<file path="src/rtl/counter_bidir_bank.sv">
// Bank of C_CH independent up/down counters with load and registered zero/full/almost-full/error flags.
// Define COUNTER_BANK_SAT_EN to clamp at 0/C_MAX with a sticky error flag; otherwise counts wrap.
module counter_bidir_bank #(
    parameter int C_CH    = 4,
    parameter int C_W     = 8,
    parameter int C_INC_W = 2,
    parameter int C_INIT  = 0,
    parameter int C_MAX   = (1 << C_W) - 1,
    parameter int C_AFULL = C_MAX - 4
) (
    input  logic                    clk,
    input  logic                    rst_n,
    input  logic [C_CH-1:0]         load_i,
    input  logic [C_CH*C_W-1:0]     load_value_i,
    input  logic [C_CH*C_INC_W-1:0] incr_i,
    input  logic [C_CH*C_INC_W-1:0] decr_i,
    input  logic [C_CH-1:0]         err_clr_i,
    output logic [C_CH*C_W-1:0]     count_o,
    output logic [C_CH-1:0]         is_zero_o,
    output logic [C_CH-1:0]         is_full_o,
    output logic [C_CH-1:0]         afull_o,
    output logic [C_CH-1:0]         err_o
);

    localparam int              PAD     = C_W + 2 - C_INC_W;
    localparam logic [C_W-1:0]  INIT_V  = C_W'(C_INIT);
    localparam logic [C_W-1:0]  MAX_V   = C_W'(C_MAX);
    localparam logic [C_W-1:0]  AFULL_V = C_W'(C_AFULL);
    localparam logic            ZERO_R  = (C_INIT == 0);
    localparam logic            FULL_R  = (C_INIT == C_MAX);
    localparam logic            AFULL_R = (C_INIT >= C_AFULL);

    // Declaration initialisers mirror the reset values for FPGA bring-up without reset.
    logic [C_CH*C_W-1:0] count_q = {C_CH{INIT_V}};
    logic [C_CH-1:0]     zero_q  = {C_CH{ZERO_R}};
    logic [C_CH-1:0]     full_q  = {C_CH{FULL_R}};
    logic [C_CH-1:0]     afull_q = {C_CH{AFULL_R}};
    logic [C_CH-1:0]     err_q   = '0;

    logic [C_CH*C_W-1:0] count_d;
    logic [C_CH-1:0]     zero_d, full_d, afull_d, err_d;

    logic [C_W-1:0]        ld_v, cur_v, nxt_v;
    logic signed [C_W+1:0] sum_s;
`ifdef COUNTER_BANK_SAT_EN
    logic                  ovf;
`else
    logic                  unused_bits;
    assign unused_bits = ^{err_clr_i, sum_s[C_W+1:C_W]};
`endif

    always_comb begin
        count_d = count_q;
        zero_d  = zero_q;
        full_d  = full_q;
        afull_d = afull_q;
        err_d   = '0;
        ld_v    = '0;
        cur_v   = '0;
        nxt_v   = '0;
        sum_s   = '0;
`ifdef COUNTER_BANK_SAT_EN
        ovf     = 1'b0;
`endif
        for (int k = 0; k < C_CH; k++) begin
            ld_v  = load_value_i[k*C_W +: C_W];
            cur_v = count_q[k*C_W +: C_W];
            // Two guard bits keep count+incr-decr exact before clamp or wrap.
            sum_s = $signed({2'b00, cur_v})
                  + $signed({{PAD{1'b0}}, incr_i[k*C_INC_W +: C_INC_W]})
                  - $signed({{PAD{1'b0}}, decr_i[k*C_INC_W +: C_INC_W]});
`ifdef COUNTER_BANK_SAT_EN
            ovf = 1'b0;
            if (load_i[k]) begin
                if (ld_v > MAX_V) begin
                    nxt_v = MAX_V;
                    ovf   = 1'b1;
                end else begin
                    nxt_v = ld_v;
                end
            end else if (sum_s < 0) begin
                nxt_v = '0;
                ovf   = 1'b1;
            end else if (sum_s > $signed({2'b00, MAX_V})) begin
                nxt_v = MAX_V;
                ovf   = 1'b1;
            end else begin
                nxt_v = sum_s[C_W-1:0];
            end
            // A new event in the same cycle as a clear keeps the flag set.
            err_d[k] = ovf | (err_q[k] & ~err_clr_i[k]);
`else
            nxt_v = load_i[k] ? ld_v : sum_s[C_W-1:0];
`endif
            count_d[k*C_W +: C_W] = nxt_v;
            zero_d[k]  = (nxt_v == '0);
            full_d[k]  = (nxt_v == MAX_V);
            afull_d[k] = (nxt_v >= AFULL_V);
        end
    end

    always_ff @(posedge clk) begin
        if (!rst_n) begin
            count_q <= {C_CH{INIT_V}};
            zero_q  <= {C_CH{ZERO_R}};
            full_q  <= {C_CH{FULL_R}};
            afull_q <= {C_CH{AFULL_R}};
            err_q   <= '0;
        end else begin
            count_q <= count_d;
            zero_q  <= zero_d;
            full_q  <= full_d;
            afull_q <= afull_d;
            err_q   <= err_d;
        end
    end

    assign count_o   = count_q;
    assign is_zero_o = zero_q;
    assign is_full_o = full_q;
    assign afull_o   = afull_q;
    assign err_o     = err_q;

endmodule
</file>
<file path="config.mk">
export PLATFORM = sky130hd
export DESIGN_NAME = counter_bidir_bank
export DESIGN_NICKNAME = d
export VERILOG_FILES = /design/src/rtl/counter_bidir_bank.sv
export SDC_FILE = /design/constraint.sdc
export NUM_CORES = 1
export LEC_CHECK = 0
export CORE_MARGIN = 2
export CORE_UTILIZATION = 45
export CTS_CLUSTER_SIZE = 24
export DETAILED_ROUTE_END_ITERATION = 7
export MAX_ROUTING_LAYER = met4
export PLACE_DENSITY = 0.88
export SYNTH_ARGS = -nofsm -noshare
export SYNTH_HDL_FRONTEND = slang
export SYNTH_SLANG_ARGS = --single-unit
</file>
<file path="constraint.sdc">
create_clock -name clk -period 8.4 [get_ports clk]
set_clock_uncertainty 0.2 [all_clocks]
set_input_delay 1.68 -clock clk [delete_from_list [all_inputs] [get_ports clk]]
set_output_delay 1.68 -clock clk [all_outputs]
set_load 0.02 [all_outputs]
</file>
### Yosys cells after proc, flatten, opt, wreduce, memory -nomap -nowiden

Cells that the tools add are included.

| operators by class | value |
|---|---|
| add/sub/neg operators | 8 |
| multipliers | 0 |
| divide/modulo/power cells | 0 |
| magnitude comparators | 4 |
| eq/ne operators | 4 |
| shift-type cells | 0 |
| mux-type cells | 4 |
| bitwise operators | 0 |
| reductions and logical operators | 4 |

Operators by type and width:

| operator | number |
|---|---|
| 8-bit by 2-bit adder with 8-bit output | 4 |
| 8-bit equality test (second input constant) | 4 |
| 8-bit >= comparator (second input constant) | 4 |
| 8-bit zero test | 4 |
| 8-bit 2-to-1 mux | 4 |
| 8-bit by 2-bit subtractor with 8-bit output | 4 |

| word-level totals | value |
|---|---|
| register bits after elaboration | 44 |
| bits in latches | 0 |
| memory bits (writable) | 0 |
| bits in read-only memories | 0 |
| input bits | 58 |
| output and inout bits | 48 |
| memories | 0 |

### Depth between registers and ports, before layout

Gate-level depths: netlist (run 1).

| logic depth | value |
|---|---|
| word-level depth | 4 |
| gate-level depth with buffers | 12 |

### Worst setup path after synthesis (run 1)

No wires, ideal clock.

| path | value |
|---|---|
| path type | input to register |
| start point | in incr_i[5] |
| end point | reg zero_q[2], in the netlist is_zero_o[2] |
| setup time | 0.116 ns |
| arrival | 3.797 ns |
| required time | 8.084 ns |
| slack | 4.287 ns |
| cell stages on the path | 10 |
| cells stage by stage | inv_1 -> fa_1 -> inv_1 -> ha_1 -> a211oi_2 -> o21ai_1 -> or4b_1 -> o2111ai_2 -> nor4_1 -> a31o_2 |

| between the ends | value |
|---|---|
| cells in the longest elaborated chain, start to end | 4 |

RTL lines:

| item | line | text |
|---|---|---|
| start, declared | 15 | `input logic [C_CH*C_INC_W-1:0] incr_i,` |
| 8-bit by 2-bit adder with 8-bit output | 70 | `+ $signed({{PAD{1'b0}}, incr_i[k*C_INC_W +: C_INC_W]})` |
| 8-bit by 2-bit subtractor with 8-bit output | 71 | `- $signed({{PAD{1'b0}}, decr_i[k*C_INC_W +: C_INC_W]});` |
| 8-bit 2-to-1 mux | 93 | `nxt_v = load_i[k] ? ld_v : sum_s[C_W-1:0];` |
| 8-bit zero test | 96 | `zero_d[k] = (nxt_v == '0);` |
| end signal, assigned | 105 | `zero_q <= {C_CH{ZERO_R}};` |
| end signal, assigned | 111 | `zero_q <= zero_d;` |
| end, declared | 35 | `logic [C_CH-1:0] zero_q = {C_CH{ZERO_R}};` |

No other way between the ends.
A chain may end at the register's enable or synchronous reset.

### Worst setup path in the final report (run 1)

| path | value |
|---|---|
| start point | in incr_i[5] |
| end point | reg full_q[2], in the netlist is_full_o[2] |

| between the ends | value |
|---|---|
| cells in the longest elaborated chain, start to end | 4 |

RTL lines:

| item | line | text |
|---|---|---|
| 8-bit by 2-bit adder with 8-bit output | 70 |  |
| 8-bit by 2-bit subtractor with 8-bit output | 71 |  |
| 8-bit 2-to-1 mux | 93 |  |
| 8-bit equality test | 97 | `full_d[k] = (nxt_v == MAX_V);` |
| end signal, assigned | 106 | `full_q <= {C_CH{FULL_R}};` |
| end signal, assigned | 112 | `full_q <= full_d;` |
| end, declared | 36 | `logic [C_CH-1:0] full_q = {C_CH{FULL_R}};` |

No other way between the ends.

==> results of run 1 <==
==> worst reg2reg max path, stage by stage, from the launching register on <==
cell	delay, ps
dfxtp_1	340
inv_1	50
fa_1	480
inv_1	70
fa_1	460
a21oi_1	270
o221ai_1	200
xnor2_1	190
o31ai_2	260
nand4_2	170
nor3_2	200
==> registers in the layout, summed over array words and instances, names as in the netlist <==
| register | flops |
|---|---|
| is_full_o | 4 |
| count_o | 32 |
| is_zero_o | 4 |
| afull_o | 4 |
==> per-layer routing <==
layer,part of all wire (%),up-vias,routed length (um)
met5,0,-,0
met4,1.1,0,91
met3,5.5,8,471
met1,43,1538,3630
met2,51,107,4290
li1,-,1653,-
==> worst min path at each step <==
stage,startpoint,endpoint,cells past startpoint
global route,count_o[6]$_SDFF_PN0_,count_o[6]$_SDFF_PN0_,4
floorplan,count_o[7]$_SDFF_PN0_,count_o[7]$_SDFF_PN0_,4
global placement,count_o[7]$_SDFF_PN0_,count_o[7]$_SDFF_PN0_,4
detailed placement,count_o[7]$_SDFF_PN0_,count_o[7]$_SDFF_PN0_,4
CTS,count_o[7]$_SDFF_PN0_,count_o[7]$_SDFF_PN0_,4
finish,count_o[7]$_SDFF_PN0_,count_o[7]$_SDFF_PN0_,4
==> through the flow <==
stage	hold slack [ps]	area, sq um	utilization [%]
global placement	548	4440	60.9
detailed placement	612	4440	60.9
CTS	634	4530	62.1
global route	695	4530	62.1
floorplan	626	3410	-
finish	630	4530	62.1
==> layout make-up <==
cell class,count,area (sq um),area share [%]
flip-flops and latches,44,881,19.4
repair buffers,98,978,21.6
multi-input cells,306,2230,49.3
clock buffers,8,90.1,1.99
well taps,99,124,2.73
inverters,60,225,4.97
==> synthesized netlist by cell type (all sizes together) (4+ instances only) <==
library cell / number / area, sq um
nand2: 24 / 90.1
inv: 58 / 218
buf: 11 / 62.6
a21oi: 29 / 145
a211oi: 8 / 75.1
fa: 8 / 160
nor4: 9 / 62.6
ha: 32 / 400
nor3: 14 / 75.1
xnor2: 8 / 70.1
a31oi: 5 / 31.3
dfxtp: 44 / 881
o21ai: 12 / 60.1
nand3: 7 / 35.0
o211ai: 6 / 45.0
clkbuf: 4 / 15.0
and2: 7 / 43.8
nor3b: 8 / 60.1
mux2i: 13 / 130
a21o: 5 / 37.5
nand2b: 5 / 31.3
xor2: 10 / 87.6
nor2: 50 / 188
==> kinds of logic (layout without fill, tap and decap cells) <==
group	Yosys count	count (layout)	share of synthesized area, %
AND/OR/NAND/NOR	135	135	19.9
AO/OA/AOI/OAI	94	94	19.6
buffers and inverters	75	166	8.90
flip-flops	44	44	25.9
adder cells (fa/ha/maj)	40	40	16.5
XOR/XNOR	18	18	4.63
multiplexers	15	15	4.49
other	1	4	0.110
==> where the power goes <==
part	leakage (nW)	internal, mW	total (mW)	switching, mW
clock network	0.0455	0.0672	0.136	0.0684
registers	0.365	0.242	0.268	0.0257
logic	1.52	0.282	0.622	0.341
total	1.93	0.591	1.03	0.435
==> cell usage in the layout (no fill, tap or decap), types with 3 or more instances in the layout <==
| master | instances |
|---|---|
| a211oi_1 | 5 |
| a211oi_2 | 3 |
| a21o_1 | 5 |
| a21oi_1 | 29 |
| a31oi_1 | 5 |
| and2_1 | 7 |
| clkbuf_8 | 6 |
| clkdlybuf4s50_1 | 97 |
| conb_1 | 4 |
| dfxtp_1 | 44 |
| fa_1 | 8 |
| ha_1 | 32 |
| inv_1 | 58 |
| mux2i_1 | 13 |
| nand2_1 | 24 |
| nand2b_1 | 5 |
| nand3_1 | 7 |
| nor2_1 | 50 |
| nor3_1 | 13 |
| nor3b_1 | 8 |
| nor4_1 | 8 |
| o211ai_1 | 6 |
| o21a_1 | 3 |
| o21ai_0 | 11 |
| xnor2_1 | 8 |
| xor2_1 | 10 |
==> results.yml, run 1 <==
outcome:
  status: "completed"
grt:
  grt-busiest-layer: "met2"
  grt_pass1_vias: 3251
  grt_util_met2_pct: 38.5
  grt_overflow: 0
  use_met3_pct: 4.65
  grt_max_degree: 27
  grt_first_pass_wirelength_um: 14200
  track_usage_pct: 20.8
  antenna_found_initial: 0
  use_met1_pct: 22.8
critical_path:
  rr_startpoint: "count_o[17]$_SDFF_PN0_"
  cp_num_cells: 11
  r2r_setup_slack_ps: 5420
  crit_path_max_fanout: 2
  worstPathRequired_ps: 8410
  endpoint_kind: "register"
  crit_buf_inv: 3
  rr_endpoint: "is_full_o[2]$_SDFF_PN0_"
  critical_path.cell_chain: "clkdlybuf4s50_1 -> inv_1 -> fa_1 -> inv_1 -> fa_1 -> a21oi_1 -> o221ai_1 -> xnor2_1 -> o31ai_2 -> nand4_2 -> nor3_2"
  crit_slowest_cell: "fa_1"
  endpoint: "is_full_o[2]$_SDFF_PN0_"
  cpLargestDelayFamily: "adder cells"
  worstRegToRegCells: 10
  critPathArrivalTime_ps: 4550
  cp-startpoint: "incr_i[5]"
  start_kind: "input pin"
  cpPeakStageDelay_ps: 530
  worst-setup-path-type: "input pin to register"
min_path:
  worstHoldPathType: "register to register"
timing:
  rsz0062_at_grt: "no"
  finalMaxSlewViolations: 0
  fmax_mhz: 220
  finalSetupViolations: 0
  slew_headroom_pct: 39.0
  period_needed_ps: 4540
  hold_violations: 0
  worst_pin_slew_ps: 912
  timing.setup.tns_ps: 0
  finalCritPeriodShare_pct: 54.0
  setup_slack_ps: 3860
drt:
  drtPass1Iterations: 4
  final_antenna_net_count: 0
  via_per_inst: 5.38
  wl_per_cell_um: 13.8
  wl_um: 8490
  vias: 3306
  post-route-drc-count: 0
  drtIter0Drc: 62
die:
  start_util_pct: 46.7
  die_area_sq_mm: 0.00827
  core_sq_mm: 0.00729
  rows: 31
  die_w_um: 91.0
  die_height_um: 91.0
  io_pins: 106
cells_and_area:
  diodes: 0
  final.fill_count: 663
  nNetsFinal: 613
  post_route_cells_drive_above_1_share_pct: 4.46
  fin_cells: 615
  synthToLayoutAreaGrowth_pct: 33.1
cts:
  cts_buffer_depth: 2
  cts_resized: 0
  htree_num_levels: 2
  clk_latency_ps: 280
  clockRootBuffer: "clkbuf_8"
  cts_tree: "built"
  numCtsBuffers: 5
  path_clk_slew_ps: 80
  hold_buffers: 0
  clock_sinks: 44
  postCtsSetupRepairBufs: 0
logic_synthesis:
  synth.ff_latch_count: 44
  synthDistinctLibCells: 66
  synthCells: 422
  syn-cell-area_sq_mm: 0.00340
  synth-edff-count: 0
  ys.flop_type: "dfxtp_1"
  avgSynthCellArea_sq_um: 8.06
  yosysSeqAreaShare_pct: 25.9
  async_reset_ff_share_pct: 0
  ys.warnings.count: 0
place:
  dpl.hpwl_um: 6810
  place.port_buffers: 97
  gp_congestion: 0.846
  dp_slack_ps: 3590
  dp_cells: 607
job:
  drv_cap: 0
power:
  total_power_mw: 1.03
  p_leak_nw: 1.93
  peakVddDrop_v: 0.000117
  powerDensity_mw_per_mm2: 226
Note: power is estimated with default switching activity, not from simulation.
==> inputs of run 2 (changes only) <==
- clock period: 8.4 -> 4.4 ns (I/O delays scaled with it)
==> results.yml, run 2 (same netlist as run 1, synthesis figures left out) <==
outcome:
  status: "completed"
cts:
  cts_buffer_depth: 2
  postCtsSetupRepairBufs: 0
  path_clk_slew_ps: 80
  clockRootBuffer: "clkbuf_8"
  clock_sinks: 44
  htree_num_levels: 2
  numCtsBuffers: 5
  hold_buffers: 0
  cts_tree: "built"
  cts_resized: 0
  clk_latency_ps: 290
timing:
  hold_violations: 0
  slew_headroom_pct: 39.8
  period_needed_ps: 3700
  timing.setup.tns_ps: 0
  finalMaxSlewViolations: 0
  finalSetupViolations: 0
  setup_slack_ps: 704
  finalCritPeriodShare_pct: 84.0
  hold_ws_ps: 570
  worst_pin_slew_ps: 900
  fmax_mhz: 271
  rsz0062_at_grt: "no"
die:
  die_area_sq_mm: 0.00827
  rows: 31
  core_sq_mm: 0.00729
  die_w_um: 91.0
  start_util_pct: 46.7
  die_height_um: 91.0
  io_pins: 106
grt:
  grt_first_pass_wirelength_um: 14300
  grt_overflow: 0
  track_usage_pct: 20.9
  grt_pass1_vias: 3278
  grt_max_degree: 27
  antenna_found_initial: 0
power:
  p_leak_nw: 1.94
  powerDensity_mw_per_mm2: 432
  total_power_mw: 1.96
  peakVddDrop_v: 0.000235
critical_path:
  rr_startpoint: "count_o[17]$_SDFF_PN0_"
  critical_path.cell_chain: "clkdlybuf4s50_1 -> inv_1 -> fa_1 -> inv_1 -> fa_1 -> a21oi_1 -> o221ai_1 -> xnor2_1 -> o31ai_2 -> nand4_2 -> nor3_2"
  worstPathRequired_ps: 4420
  cpPeakStageDelay_ps: 530
  cp-startpoint: "incr_i[5]"
  worst-setup-path-type: "input pin to register"
  rr_endpoint: "is_full_o[2]$_SDFF_PN0_"
  crit_slowest_cell: "fa_1"
  critPathArrivalTime_ps: 3720
  worstRegToRegCells: 10
  crit_path_max_fanout: 2
  start_kind: "input pin"
  endpoint_kind: "register"
  r2r_setup_slack_ps: 1470
drt:
  post-route-drc-count: 0
  final_antenna_net_count: 0
  drtIter0Drc: 108
  via_per_inst: 5.33
  vias: 3284
  wl_per_cell_um: 13.7
  drtPass1Iterations: 4
  wl_um: 8420
cells_and_area:
  synthToLayoutAreaGrowth_pct: 33.4
  diodes: 0
  post_route_cells_drive_above_1_share_pct: 5.03
  nNetsFinal: 614
  final.fill_count: 632
  mostFrequentLayoutCells: "clkdlybuf4s50_1 (97), inv_1 (58), nor2_1 (50)"
  mostFrequentLayoutCell: "clkdlybuf4s50_1"
  fin_cells: 616
  largest_reg_flops: 32
  multi_input_area_sq_mm: 0.00223
  final-seq-area_sq_um: 881
min_path:
  hold-path-cell-count: 4
  hold_start: "count_o[7]$_SDFF_PN0_"
  holdPathEnd: "count_o[7]$_SDFF_PN0_"
  worstHoldPathType: "register to register"
place:
  gp_congestion: 0.850
  dp_cells: 608
  dp_slack_ps: 418
  dpl.hpwl_um: 6790
  place.port_buffers: 97
job:
  drv_cap: 0
## run 2: report_power, final
part / internal (mW) / switching, mW / total (mW) / leakage (nW)
Combinational: 0.538 / 0.653 / 1.19 / 1.53
Sequential: 0.462 / 0.0476 / 0.510 / 0.365
Clock: 0.125 / 0.135 / 0.261 / 0.0510
## run 2: worst max path at each step
stage | end | slack (ps) | cells past startpoint
floorplan | is_zero_o[2]$_SDFF_PN1_ | 1090 | 10
global placement | is_zero_o[2]$_SDFF_PN1_ | 480 | 11
detailed placement | is_full_o[2]$_SDFF_PN0_ | 420 | 11
CTS | is_full_o[2]$_SDFF_PN0_ | 720 | 11
global route | is_zero_o[0]$_SDFF_PN1_ | 550 | 11
finish | is_full_o[2]$_SDFF_PN0_ | 700 | 11
## run 2: layout make-up
class	count	area share (%)
timing repair buffer	99	21.7
clock inverter	2	0.221
clock buffer	6	1.82
multi-input combinational	306	49.1
sequential	44	19.4
inverter	60	4.96
tap	99	2.73
## run 2: worst max-delay path, delay by kind of cell
family	cells	cell delay [ps]
xor+xnor	1	200
compound gates	3	730
fa+ha+maj	2	990
simple gates	2	330
buf+inv	3	580
## run 2: stage by stage
step,instance area [sq um],utilization [%]
detailed placement,4450,61.0
floorplan,3410,-
global placement,4450,61.0
finish,4540,62.3
CTS,4540,62.3
global route,4540,62.3
## run 2: per-layer routing
metal / global-route usage, % / up-vias / share of wire [%]
met2: 36.8 / 106 / 50
met5: - / - / 0
met3: 5.23 / 14 / 6.1
li1: - / 1649 / -
met1: 23.9 / 1515 / 43
met4: 4.92 / 0 / 1.3
